===== src/rtl/mem_stream_demux.sv =====
// Receive end of the merged memory stream: decodes the destination index of each word and
// writes its payload to one of NMEM memories. Optional parity check: define STREAM_PARITY_EN.
module mem_stream_demux #(
    parameter int NMEM = 12,
    parameter int DW   = 45,
    parameter int AW   = 6,
    parameter int BXW  = 3
) (
    input  logic                clk,
    input  logic                reset,
    input  logic                new_event,
    input  logic [BXW-1:0]      BX,
    input  logic [53:0]         stream_dat,
    input  logic                valid_in,
    input  logic                done_in,
    output logic [NMEM-1:0]     wr_en,
    output logic [BXW+AW-1:0]   wr_addr,
    output logic [DW-1:0]       wr_dat,
    output logic [NMEM*AW-1:0]  number_out,
    output logic                cnt_valid,
    output logic [NMEM-1:0]     ovf,
    output logic                dest_err,
    output logic                parity_err
);

    localparam logic [AW-1:0] CNT_MAX = '1;

    typedef enum logic [1:0] {
        IDLE = 2'd0,
        RUN  = 2'd1,
        DONE = 2'd2
    } state_t;

    state_t          state, state_nxt;
    logic [BXW-1:0]  bx_q;
    logic [AW-1:0]   count [NMEM];

    logic [3:0]      dest;
    logic [NMEM-1:0] dest_hit;
    logic [AW-1:0]   cur_cnt;
    logic            dest_ok;
    logic            in_run;
    logic            par_bad;
    logic            try_write;
    logic            accept;
    logic            ovf_set;
    logic            derr_set;
    logic            unused_bits;

    assign dest = stream_dat[DW +: 4];

`ifdef STREAM_PARITY_EN
    // Even parity: bit DW+4 makes the XOR of the whole checked field zero.
    assign par_bad     = ^stream_dat[DW+4:0];
    assign unused_bits = ^stream_dat[53:DW+5];
`else
    assign par_bad     = 1'b0;
    assign unused_bits = ^stream_dat[53:DW+4];
`endif

    // NOTE: every always_comb output gets a default first, so no path leaves it unassigned and no latch is inferred.
    always_comb begin
        dest_hit = '0;
        cur_cnt  = '0;
        for (int i = 0; i < NMEM; i++) begin
            if (dest == 4'(i)) begin
                dest_hit[i] = 1'b1;
                cur_cnt     = count[i];
            end
        end
    end

    assign dest_ok   = |dest_hit;
    // A word arriving together with new_event belongs to neither event and is dropped.
    assign in_run    = (state == RUN) && !new_event;
    assign try_write = in_run && valid_in && !par_bad && dest_ok;
    assign accept    = try_write && (cur_cnt != CNT_MAX);
    assign ovf_set   = try_write && (cur_cnt == CNT_MAX);
    assign derr_set  = valid_in && (!in_run || (!par_bad && !dest_ok));

    always_comb begin
        state_nxt = state;
        if (new_event) begin
            state_nxt = RUN;
        end else begin
            case (state)
                RUN:     if (done_in) state_nxt = DONE;
                default: state_nxt = state;
            endcase
        end
    end

    // NOTE: sequential state uses non-blocking assignments so every flop samples pre-edge values.
    always_ff @(posedge clk or posedge reset) begin
        if (reset) begin
            state <= IDLE;
        end else begin
            state <= state_nxt;
        end
    end

    // NOTE: the counter array is a handful of flops, not a RAM, so it is cleared by reset like any register.
    always_ff @(posedge clk or posedge reset) begin
        if (reset) begin
            bx_q       <= '0;
            wr_en      <= '0;
            wr_addr    <= '0;
            wr_dat     <= '0;
            number_out <= '0;
            cnt_valid  <= 1'b0;
            ovf        <= '0;
            dest_err   <= 1'b0;
            for (int i = 0; i < NMEM; i++) count[i] <= '0;
        end else begin
            wr_en     <= accept ? dest_hit : '0;
            cnt_valid <= new_event;
            if (accept) begin
                wr_addr <= {bx_q, cur_cnt};
                wr_dat  <= stream_dat[DW-1:0];
            end
            if (new_event) begin
                bx_q     <= BX;
                ovf      <= '0;
                dest_err <= valid_in;
                for (int i = 0; i < NMEM; i++) begin
                    number_out[i*AW +: AW] <= count[i];
                    count[i]               <= '0;
                end
            end else begin
                ovf      <= ovf | ({NMEM{ovf_set}} & dest_hit);
                dest_err <= dest_err | derr_set;
                for (int i = 0; i < NMEM; i++) begin
                    if (accept && dest_hit[i]) count[i] <= count[i] + 1'b1;
                end
            end
        end
    end

`ifdef STREAM_PARITY_EN
    always_ff @(posedge clk or posedge reset) begin
        if (reset) begin
            parity_err <= 1'b0;
        end else if (new_event) begin
            parity_err <= 1'b0;
        end else if (in_run && valid_in && par_bad) begin
            parity_err <= 1'b1;
        end
    end
`else
    assign parity_err = 1'b0;
`endif

endmodule


===== config.mk =====
export PLATFORM = sky130hd
export DESIGN_NAME = mem_stream_demux
export DESIGN_NICKNAME = d
export VERILOG_FILES = /design/src/rtl/mem_stream_demux.sv
export SDC_FILE = /design/constraint.sdc
export NUM_CORES = 1
export LEC_CHECK = 0
export ABC_AREA = 1
export CAP_MARGIN = 20
export CORE_MARGIN = 4
export CORE_UTILIZATION = 53
export CTS_BUF_LIST = sky130_fd_sc_hd__clkbuf_8
export CTS_CLUSTER_DIAMETER = 120
export DETAILED_ROUTE_END_ITERATION = 7
export GPL_ROUTABILITY_DRIVEN = 0
export PLACE_DENSITY = 0.82
export SYNTH_ARGS = -nofsm -noshare
export SYNTH_HDL_FRONTEND = slang
export SYNTH_SLANG_ARGS = --single-unit

===== constraint.sdc =====
create_clock -name clk -period 8 [get_ports clk]
set_clock_uncertainty 0.2 [all_clocks]
set_input_delay 0.8 -clock clk [delete_from_list [all_inputs] [get_ports clk]]
set_output_delay 0.8 -clock clk [all_outputs]
set_load 0.03 [all_outputs]

# --- After elaboration in Yosys (flattened, before gate mapping) ---
# Index checks and enable logic that the tools add are counted.
totals:
  latchBits: 0
  output_inout_bits: 153
  input_bits: 62
  rom_bits: 0
  memories: 0
  wordCells: 132
  register_bits: 229
  ramBits: 0
op_classes:
  n_mux: 43
  add_sub_neg: 12
  eq_ne: 14
  n_div: 0
  n_lt_le_gt_ge: 0
  n_bitwise: 3
  n_shift: 0
  mul: 0
  n_reduce_logical: 39
ops:
  columns: ["cell", "count"]
  rows:
  - ["2-to-1 mux 6 bit", 24]
  - ["adder 6 x 1 -> 6 bit (second input constant)", 12]
  - ["2-to-1 mux 72 bit", 1]
  - ["nonzero test 2 bit", 14]
  - ["2-to-1 mux 12 bit", 2]
  - ["logical AND 1 bit", 18]
  - ["equality test 4 x 3 -> 1 bit (second input constant)", 4]
  - ["equality test 4 bit (second input constant)", 4]
  - ["2-to-1 mux 1 bit", 13]
  - ["AND 12 bit", 1]
  - ["bitwise OR 12 bit", 1]
  - ["OR reduction 12 bit", 1]
  - ["equality test 4 x 2 -> 1 bit (second input constant)", 2]
  - ["equality test 6 bit (second input constant)", 1]
  - ["2-to-1 mux 2 bit", 3]
  - ["!= test 6 bit (second input constant)", 1]
  - ["equality test 4 x 1 -> 1 bit (second input constant)", 1]
  - ["logical NOT 4 bit", 1]
  - ["logical NOT 1 bit", 3]
  - ["equality test 2 x 1 -> 1 bit (second input constant)", 1]
  - ["AND reduction 2 bit", 1]
  - ["logical OR 1 bit", 1]
  - ["bitwise OR 1 bit", 1]

# --- Longest topological paths before layout ---
# Gate-level depths: netlist of the first run.
logic_depth:
  ltp_word: 18
  ltp_mapped: 20
  mapped_depth_nobuf: 18

# --- Worst setup path before layout of the first run ---
# Ideal clock, no wire load.
synth_path:
  path_type: "input port to flip-flop"
  start: "input stream_dat[48]"
  end: "register wr_dat[13]"
  n_path_buf: 3
  arrival_time_ns: 2.460
  slack_ns: 5.223
  path_stages: 17
  setup_time_ns: 0.117
  required_time_ns: 7.683
  cell_sequence: "nor2_4 > buf_2 > nand3_1 > nand3_1 > nor2_1 > nand4_1 > nand2_1 > nand4_1 > nand2_1 > nor2_1 > nand3_4 > nand2_4 > inv_2 > buf_6 > buf_6 > nand2_1 > nand2_1"
synth_via:
  elab_chain_len: 15
  word_cells_on_any_way: 40
  classes_between: "12 x eq/ne; 24 x mux; 4 x reduce/logical"
synth_lines:
  columns: ["element", "line", "source"]
  rows:
  - ["from (decl)", "13", "input logic [53:0] stream_dat,"]
  - ["logical NOT 4 bit", "66", "if (dest == 4'(i)) begin"]
  - ["2-to-1 mux 6 bit (12 in a row)", "66", null]
  - ["!= test 6 bit", "77", "assign accept = try_write && (cur_cnt != CNT_MAX);"]
  - ["logical AND 1 bit (*)", "77", null]
  - ["to (signal assigned)", "119", "wr_dat <= stream_dat[DW-1:0];"]
  - ["to (decl)", "18", "output logic [DW-1:0] wr_dat,"]
# Every way passes the cells marked *; elsewhere a longest branch is shown, timed or not.
# A chain may end at the register's enable or synchronous reset.

# --- Worst setup path in the final report of the first run ---
layout_path:
  start: "input stream_dat[47]"
  end: "register wr_dat[20]"
# Same word-level chain as after synthesis.

==> results.ini, run 1 <==
[status]
outcome = finished clean

[synthesis]
synth.distinct_cells = 30
synthMuxAreaShare = 0
synth-edff-count = 0
synth_area_leader_cell = dfrtp_1
synth_top_area_share = 0.543
synth_top_family_by_area = simple AND/OR/NAND/NOR gates
ys_ff_latch = 229
synth.avg_cell_area_um2 = 8.18
syn_area_mm2 = 0.0106
syn_inst = 1291
synth_nets = 1365
yosys-top-cells-area = dfrtp_1 54%, nand2_1 18%, nand3_1 6.0%
synth-simple-area-share = 0.305
yosys_most_used_dff = dfrtp_1
postSynth.asyncResetShare = 1.00
yosysSeqAreaShare = 0.543
ys.warnings.count = 0
synth-xor-area-share = 0.0398
synthAdderAreaFrac = 0.0142
synth-compound-area-share = 0.0371

[clock_network]
clk_path_buf_depth = 3
ctsHtreeMaxLevel = 2
clkTransAtPathRegs_ps = 60
ctsResizeCount = 0
cts_made_buffers = 38
clk_latency_ps = 530
clock-root-buffer = clkbuf_8
post-cts-setup-buffers = 0
cts_hold_buffers = 0
cts_tree = done
cts.sinks = 229

[setup_path]
reg2reg_to = wr_dat[20]$_DFFE_PP0N_
cp.required_ps = 8180
max_stage_delay_ps = 690
cp-start-kind = input pin
cpMaxStageDelayCell = nor2_1
crit_family = simple AND/OR/NAND/NOR gates
worstPathArrival_ps = 5010
ff2ff_path_depth = 13
r2r-start = count[58]$_DFFE_PP0P_
crit_top_cell = nand2_1
path_buf_inv = 3
path_class = input pin to flip-flop
endpoint_kind = flip-flop
critical_path.startpoint = stream_dat[47]
cp_max_fo = 64
r2r_setup_slack_ps = 4170
cp_cell_sequence = clkdlybuf4s50_1 > nor2_2 > inv_2 > nor2_1 > a21oi_1 > nand3_1 > nand2_1 > nor2_2 > nand3_4 > nand2_4 > inv_2 > nand2_1 > nand2_1

[grt]
grt_pass1_wl_um = 44000
grt_overflow = 0
antenna_found_initial = 0
grt_pass1_vias = 8844
track_usage = 0.242
grt_max_degree = 152

[layout]
layout-drive-gt1-share = 0.0560
instances_no_fill = 1784
fin_area_mm2 = 0.0135
syn2layout_area_growth_pct = 28.3
layout_common_cells = 497 x nand2_1, 229 x dfrtp_1, 207 x clkdlybuf4s50_1
nNetsFinal = 1566
antennaDiodeCount = 0
layout_commonest_cell = nand2_1

[sta]
tightest_slew_ps = 981
slew_headroom = 0.346
max_clock_freq_mhz = 207
hold_viol = 0
rsz0062_at_grt = no
fin_crit_ps = 4820
finalSetupViolCount = 0
fin_crit_sh = 0.603
slew_violations = 0
setup_tns_ps = 0

[detailed_routing]
dr_wl_met2_um = 12600
wire_per_inst_um = 15.1
via_count = 9203
highest_layer = met4
routed_wl_um = 26900
viasPerCell = 5.16
drc = 0
wl_met1_um = 11500
first_pass_iters = 6
ant_nets = 0
met3_length_um = 2130
dr.first_iter.drc_count = 760

[floorplanning]
io_pins = 215
die-area_mm2 = 0.0222
rows = 51
core_mm2 = 0.0195
die_h_um = 149
start_util = 0.541
die_w_um = 149

[placed_design]
dp_hpwl_um = 18700
io_buffers = 208
place_area_mm2 = 0.0128
dp_cells = 1716

[pwr]
power.density_mw_per_mm2 = 202
peakVddDrop_v = 0.000147
power_uw = 2730
leakagePower_uw = 0.00667

[run]
cap_violations = 0

[hold_path]
min_to = number_out[32]$_DFFE_PP0P_
holdPathStages = 2
hold_start = number_out[32]$_DFFE_PP0P_
hp-class = flip-flop to flip-flop

==> where the power goes <==
group          switching, µW  leakage, µW  internal (µW)
clock network            448     0.000444            547
logic                    291      0.00312            177
registers               39.7      0.00310           1230
==> logic make-up (layout without fill, tap and decap cells) <==
kind of cell / after synthesis / count (layout)
AOI/OAI and AO/OA: 77 / 77
xor gates and xnor gates: 48 / 48
adders and majority gates: 12 / 12
buffers and inverters: 156 / 384
DFF: 229 / 229
other: 1 / 1
and+or+nand+nor: 768 / 768
==> layer usage <==
layer / up-vias / GRT usage
met5: - / 0
met4: 0 / 0.0833
met3: 48 / 0.0477
met2: 340 / 0.390
met1: 4342 / 0.330
li1: 4473 / -
==> layout make-up <==
class | count | area (µm²)
fill | 1553 | 5980
sequential | 229 | 5730
multi-input combinational | 906 | 4190
timing repair buffer | 214 | 2140
clock buffer | 49 | 674
inverter | 103 | 397
tap | 265 | 332
clock inverter | 18 | 75.1
==> metrics by stage <==
stage               utilization  hold WS [ps]  setup WS, ps
finish                    0.694           269          3180
global route              0.694           284          2940
CTS                       0.692           273          3240
detailed placement        0.654           257          2690
global placement          0.654           255          2750
floorplan                     -           262           724
==> state kept, by name, indices dropped and copies added (netlist names), 2 cells and up <==
register	cells
wr_dat	45
wr_en	12
wr_addr	9
ovf	12
number_out	72
bx_q	3
count	72
state	2
==> cell usage after synthesis (5+ instances only) <==
| cell | n |
|---|---|
| inv_1 | 99 |
| o21ai_0 | 54 |
| buf_1 | 5 |
| xnor2_1 | 14 |
| nand3_1 | 126 |
| nand4_1 | 25 |
| ha_1 | 12 |
| nor2_1 | 88 |
| clkbuf_1 | 34 |
| buf_2 | 7 |
| buf_6 | 5 |
| nor2_2 | 6 |
| dfrtp_1 | 229 |
| a21oi_1 | 18 |
| nand2_1 | 497 |
| nor3_1 | 10 |
| xor2_1 | 34 |
==> worst min-delay path, delay by kind of cell, from the launching register on <==
family | cells | cell delay (ps)
and+or+nand+nor | 2 | 100
DFF | 1 | 340
==> worst max-delay path by stage <==
stage / end / slack, ps / depth (start not counted)
final: wr_dat[20]$_DFFE_PP0N_ / 3180 / 13
after global routing: wr_dat[2]$_DFFE_PP0N_ / 2940 / 14
after CTS: wr_dat[20]$_DFFE_PP0N_ / 3240 / 13
after detailed placement: wr_dat[20]$_DFFE_PP0N_ / 2690 / 13
after global placement: count[0]$_DFFE_PP0P_ / 2750 / 14
after floorplan: bx_q[0]$_DFFE_PP0P_ / 720 / 1
Power figures use the tool's default switching activity.
==> run 2: changes to the inputs <==
Clock period 8 ns to 4.8 ns, I/O delays scaled along.
==> results.ini, run 2 (same netlist as run 1, synthesis figures left out) <==
[pwr]
peakVddDrop_v = 0.000222
power.density_mw_per_mm2 = 347
leakagePower_uw = 0.00670

[floorplanning]
die_w_um = 149
rows = 51
die-area_mm2 = 0.0222
die_h_um = 149
start_util = 0.541
io_pins = 215
core_mm2 = 0.0195

[clock_network]
clk_latency_ps = 520
ctsHtreeMaxLevel = 2
clk_path_buf_depth = 3
post-cts-setup-buffers = 0
cts.sinks = 229
cts_made_buffers = 39
cts_hold_buffers = 0
clkTransAtPathRegs_ps = 60
ctsResizeCount = 0
clock-root-buffer = clkbuf_8
cts_tree = done

[setup_path]
cpMaxStageDelayCell = clkdlybuf4s50_1
ff2ff_path_depth = 14
cp.required_ps = 5040
cp-start-kind = input pin
cp_max_fo = 63
r2r-start = count[58]$_DFFE_PP0P_
max_stage_delay_ps = 550
r2r_setup_slack_ps = 1820
crit_family = simple AND/OR/NAND/NOR gates
worstPathArrival_ps = 3680
cp_cell_sequence = clkdlybuf4s50_1 > inv_1 > nor2_1 > nand3_1 > nand4_1 > nor2_1 > nand4_1 > nand2_1 > nand3_1 > nand2_1 > nor2_2 > buf_4 > nand3_4 > nand2_4 > buf_4 > nand2_1 > nand2_1
endpoint_kind = flip-flop
path_buf_inv = 4
path_class = input pin to flip-flop
reg2reg_to = wr_dat[21]$_DFFE_PP0N_
crit_top_cell = nand2_1

[sta]
fin_crit_sh = 0.717
rsz0062_at_grt = no
tightest_slew_ps = 943
max_clock_freq_mhz = 291
finalSetupViolCount = 0
setup_tns_ps = 0
slew_violations = 0
slew_headroom = 0.371
hold_viol = 0
setup_slack_ps = 1360
fin_crit_ps = 3440

[layout]
layout-drive-gt1-share = 0.0618
antennaDiodeCount = 0
layout_common_cells = 497 x nand2_1, 229 x dfrtp_1, 207 x clkdlybuf4s50_1
reg_top3 = count: 72 flops, number_out: 72 flops, wr_dat: 45 flops
nNetsFinal = 1570
syn2layout_area_growth_pct = 29.3
finish.utilization = 0.699
fin_area_mm2 = 0.0136
layout_commonest_cell = nand2_1

[detailed_routing]
ant_nets = 0
wire_per_inst_um = 15.2
via_count = 9200
first_pass_iters = 6
drc = 0
viasPerCell = 5.15
routed_wl_um = 27200
dr.first_iter.drc_count = 777

[grt]
antenna_found_initial = 0
grt_pass1_wl_um = 44400
grt_overflow = 0
grt_max_degree = 200
track_usage = 0.244
grt_pass1_vias = 8825

[placed_design]
place_area_mm2 = 0.0128
dp_hpwl_um = 18600
io_buffers = 208
pre_cts_slack_ps = 885

[run]
cap_violations = 0

[status]
outcome = finished clean

[hold_path]
holdPathStages = 3
hp-class = input pin to flip-flop
hold_start = new_event
min_to = number_out[7]$_DFFE_PP0P_

[run 2: cell types whose count changed in the layout (fill, tap and decap cells not counted), sizes merged]
cell	previous run	this run
bufinv	0	2
clkinvlp	0	1
clkbuf	49	52
clkinv	3	4
buf	7	10
inv	118	111
[run 2: per-stage QoR]
stage / total power (µW) / hold slack [ps] / std cells
CTS: 4790 / 194 / 1787
global route: 4960 / 242 / 1787
floorplan: 2590 / 262 / 1291
finish: 4740 / 226 / 1787
global placement: 2920 / 255 / 1720
detailed placement: 2940 / 258 / 1720
[run 2: how the worst max path moves through the flow]
stage	startpoint	to	cells past startpoint
final	stream_dat[46]	wr_dat[2]$_DFFE_PP0N_	17
after global routing	stream_dat[47]	wr_addr[2]$_DFFE_PP0N_	17
after CTS	stream_dat[47]	wr_dat[2]$_DFFE_PP0N_	17
after detailed placement	stream_dat[47]	wr_dat[2]$_DFFE_PP0N_	17
after global placement	stream_dat[46]	wr_addr[4]$_DFFE_PP0N_	17
after floorplan	reset	bx_q[0]$_DFFE_PP0P_	1
[run 2: metal layers]
layer  share of wire  global-route usage
met4           0.021              0.0682
met3           0.074              0.0556
met2            0.48               0.396
met5               0                   0
met1            0.43               0.334
[run 2: where the power goes]
group	total (µW)	switching (µW)	internal, µW
registers	2120	65.1	2050
clock network	1830	765	1070
logic	787	490	297
total	4740	1320	3420
[run 2: final cells by class]
class	instances	area (µm²)
clock buffer	52	716
clock inverter	15	114
fill	1547	5880
inverter	103	393
multi-input combinational	906	4190
sequential	229	5730
tap	265	332
timing repair buffer	217	2170
[run 2: worst reg2reg max path: stages, from the launching register on]
cell and delay, ps:
dfrtp_1 430, nand3_1 110, nand4_1 120, nor2_1 120, nand4_1 150, nand2_1 120, nand3_1 70, nand2_1 120
nor2_2 50, buf_4 190, nand3_4 290, nand2_4 70, inv_2 610, nand2_1 160, nand2_1 110
==> run 3: changes to the inputs <==
Settings changed: CORE_UTILIZATION 53 to 48, PLACE_DENSITY 0.82 to 0.78.
Clock period 4.8 ns to 2.8 ns, I/O delays scaled along.
==> results.ini, run 3 (same netlist as run 1, synthesis figures left out) <==
[status]
outcome = finished clean

[grt]
grt_pass1_wl_um = 47200
track_usage = 0.233
grt_max_degree = 200
grt-busiest-layer = met2
use_met3 = 0.0550
grt_pass1_vias = 9404
antenna_found_initial = 0
grtUsageMet2 = 0.382
grt_use_met1 = 0.317
grt_overflow = 0

[clock_network]
clk_latency_ps = 520
clkTransAtPathRegs_ps = 60
ctsHtreeMaxLevel = 2
clock-root-buffer = clkbuf_8
clk_path_buf_depth = 3
cts.sinks = 229
cts_tree = done
cts_made_buffers = 39
cts_hold_buffers = 0

[sta]
max_clock_freq_mhz = 378
rsz0062_at_grt = no
whs_ps = 91.0
finalSetupViolCount = 0
hold_viol = 0
slew_headroom = 0.277
fin_crit_sh = 0.946
fin_crit_ps = 2650
tightest_slew_ps = 1080
slew_violations = 0
setup_tns_ps = 0
setup_slack_ps = 151

[setup_path]
path_buf_inv = 4
crit_family = simple AND/OR/NAND/NOR gates
cp-start-kind = input pin
endpoint_kind = flip-flop
worstPathArrival_ps = 2860
path_class = input pin to flip-flop
cp.required_ps = 3020
cpMaxStageDelayCell = clkdlybuf4s50_1
crit_top_cell = nand2_1
cp_cell_sequence = clkdlybuf4s50_1 > nor2_4 > buf_4 > buf_4 > nand3_1 > nand3_1 > nor2_1 > nand4_1 > nand2_1 > nand4_1 > nand2_1 > nor2_2 > nand3_4 > buf_4 > nand3_1 > nand2_1 > nand2_1 > nand2_1
max_stage_delay_ps = 520
cp_max_fo = 8

[detailed_routing]
routed_wl_um = 28300
drc = 0
viasPerCell = 5.10
dr.first_iter.drc_count = 842
via_count = 9435
wire_per_inst_um = 15.3
first_pass_iters = 6
ant_nets = 0

[layout]
layout_common_cells = 496 x nand2_1, 229 x dfrtp_1, 204 x clkdlybuf4s50_1
layout_commonest_cell = nand2_1
antennaDiodeCount = 0
nNetsFinal = 1622
layout-drive-gt1-share = 0.100
syn2layout_area_growth_pct = 34.5
reg_top3 = count: 72 flops, number_out: 72 flops, wr_dat: 45 flops

[floorplanning]
rows = 53
core_mm2 = 0.0214
die_w_um = 156
start_util = 0.494
die-area_mm2 = 0.0244
die_h_um = 156
io_pins = 215

[pwr]
leakagePower_uw = 0.00701
switchingPower_uw = 2290
clkPwrFrac = 0.393
comb_power_share = 0.168
power.density_mw_per_mm2 = 583
peakVddDrop_v = 0.000330
internal_power_uw = 6000
seqPwrFrac = 0.439
switching_share = 0.276
power_uw = 8280

[run]
cap_violations = 0

[placed_design]
io_buffers = 208
dp_hpwl_um = 20000
pre_cts_slack_ps = -442

[hold_path]
hp-class = input pin to asynchronous set/reset pin

[run 3: changes by cell type in the layout (fill, tap and decap cells not counted), sizes merged]
cell,previous run,this run
buf,10,62
bufinv,2,3
clkdlybuf4s50,207,204
clkinv,4,7
dlymetal6s2s,0,3
inv,111,108
[run 3: worst register-to-register path: stages (launching register included)]
cell and delay (ps):
dfrtp_1 450, nand3_1 130, nand2_1 60, nor2_1 130
nand2_1 70, nand2_1 60, nand4_1 100, nand2_1 110
nand3_1 100, nand2_1 110, nor2_2 60, nand3_4 100
buf_4 170, nand3_1 150, buf_4 220, nand3_1 60
nand2_1 70
[run 3: metrics by stage]
stage / std cells / util / cell area (µm²)
global route: 1850 / 0.665 / 14200
finish: 1850 / 0.665 / 14200
CTS: 1848 / 0.662 / 14100
floorplan: 1291 / - / 10600
global placement: 1780 / 0.621 / 13300
detailed placement: 1780 / 0.621 / 13300
[run 3: cell type report]
class | count | area, µm²
repair buffers | 269 | 2630
inverters | 103 | 393
multi-input cells | 906 | 4230
well taps | 275 | 344
clock buffers | 52 | 716
clock inverters | 16 | 148
flip-flops and latches | 229 | 5730
fillers | 1751 | 7160
[run 3: path summary, 6_finish.rpt]
kind / start / end / slack, ps / depth (start not counted)
worst max-delay path: stream_dat[47] / count[40]$_DFFE_PP0P_ / 150 / 18
worst min-delay path: reset / wr_dat[25]$_DFFE_PP0N_ / 90 / 3
worst max register to register: count[69]$_DFFE_PP0P_ / count[51]$_DFFE_PP0P_ / 330 / 16
worst min register to register: number_out[61]$_DFFE_PP0P_ / number_out[61]$_DFFE_PP0P_ / 270 / 2
max in group asynchronous: reset / number_out[1]$_DFFE_PP0P_ / 1850 / 3
min in group clk: stream_dat[29] / wr_dat[29]$_DFFE_PP0N_ / 100 / 3
[run 3: timing repair]
action / CTS / global route
endpoints found under the setup margin: 0 / 115
resized for setup: 0 / 13
buffers inserted: 0 / 2
[run 3: power groups by stage]
stage                     Sequential, µW  Combinational [µW]  Clock, µW
final                               3630                1390       3250
after global routing                3660                1510       3480
after CTS                           3630                1410       3330
after detailed placement            3690                1400          0
after global placement              3680                1380          0
after floorplan                     4070                 372          0
[run 3: per-layer routing]
layer  share of wire  vias to the layer above
met1            0.43                     4468
met5               0                        -
met2            0.47                      332
met3           0.076                       41
met4           0.018                        0
li1                -                     4594
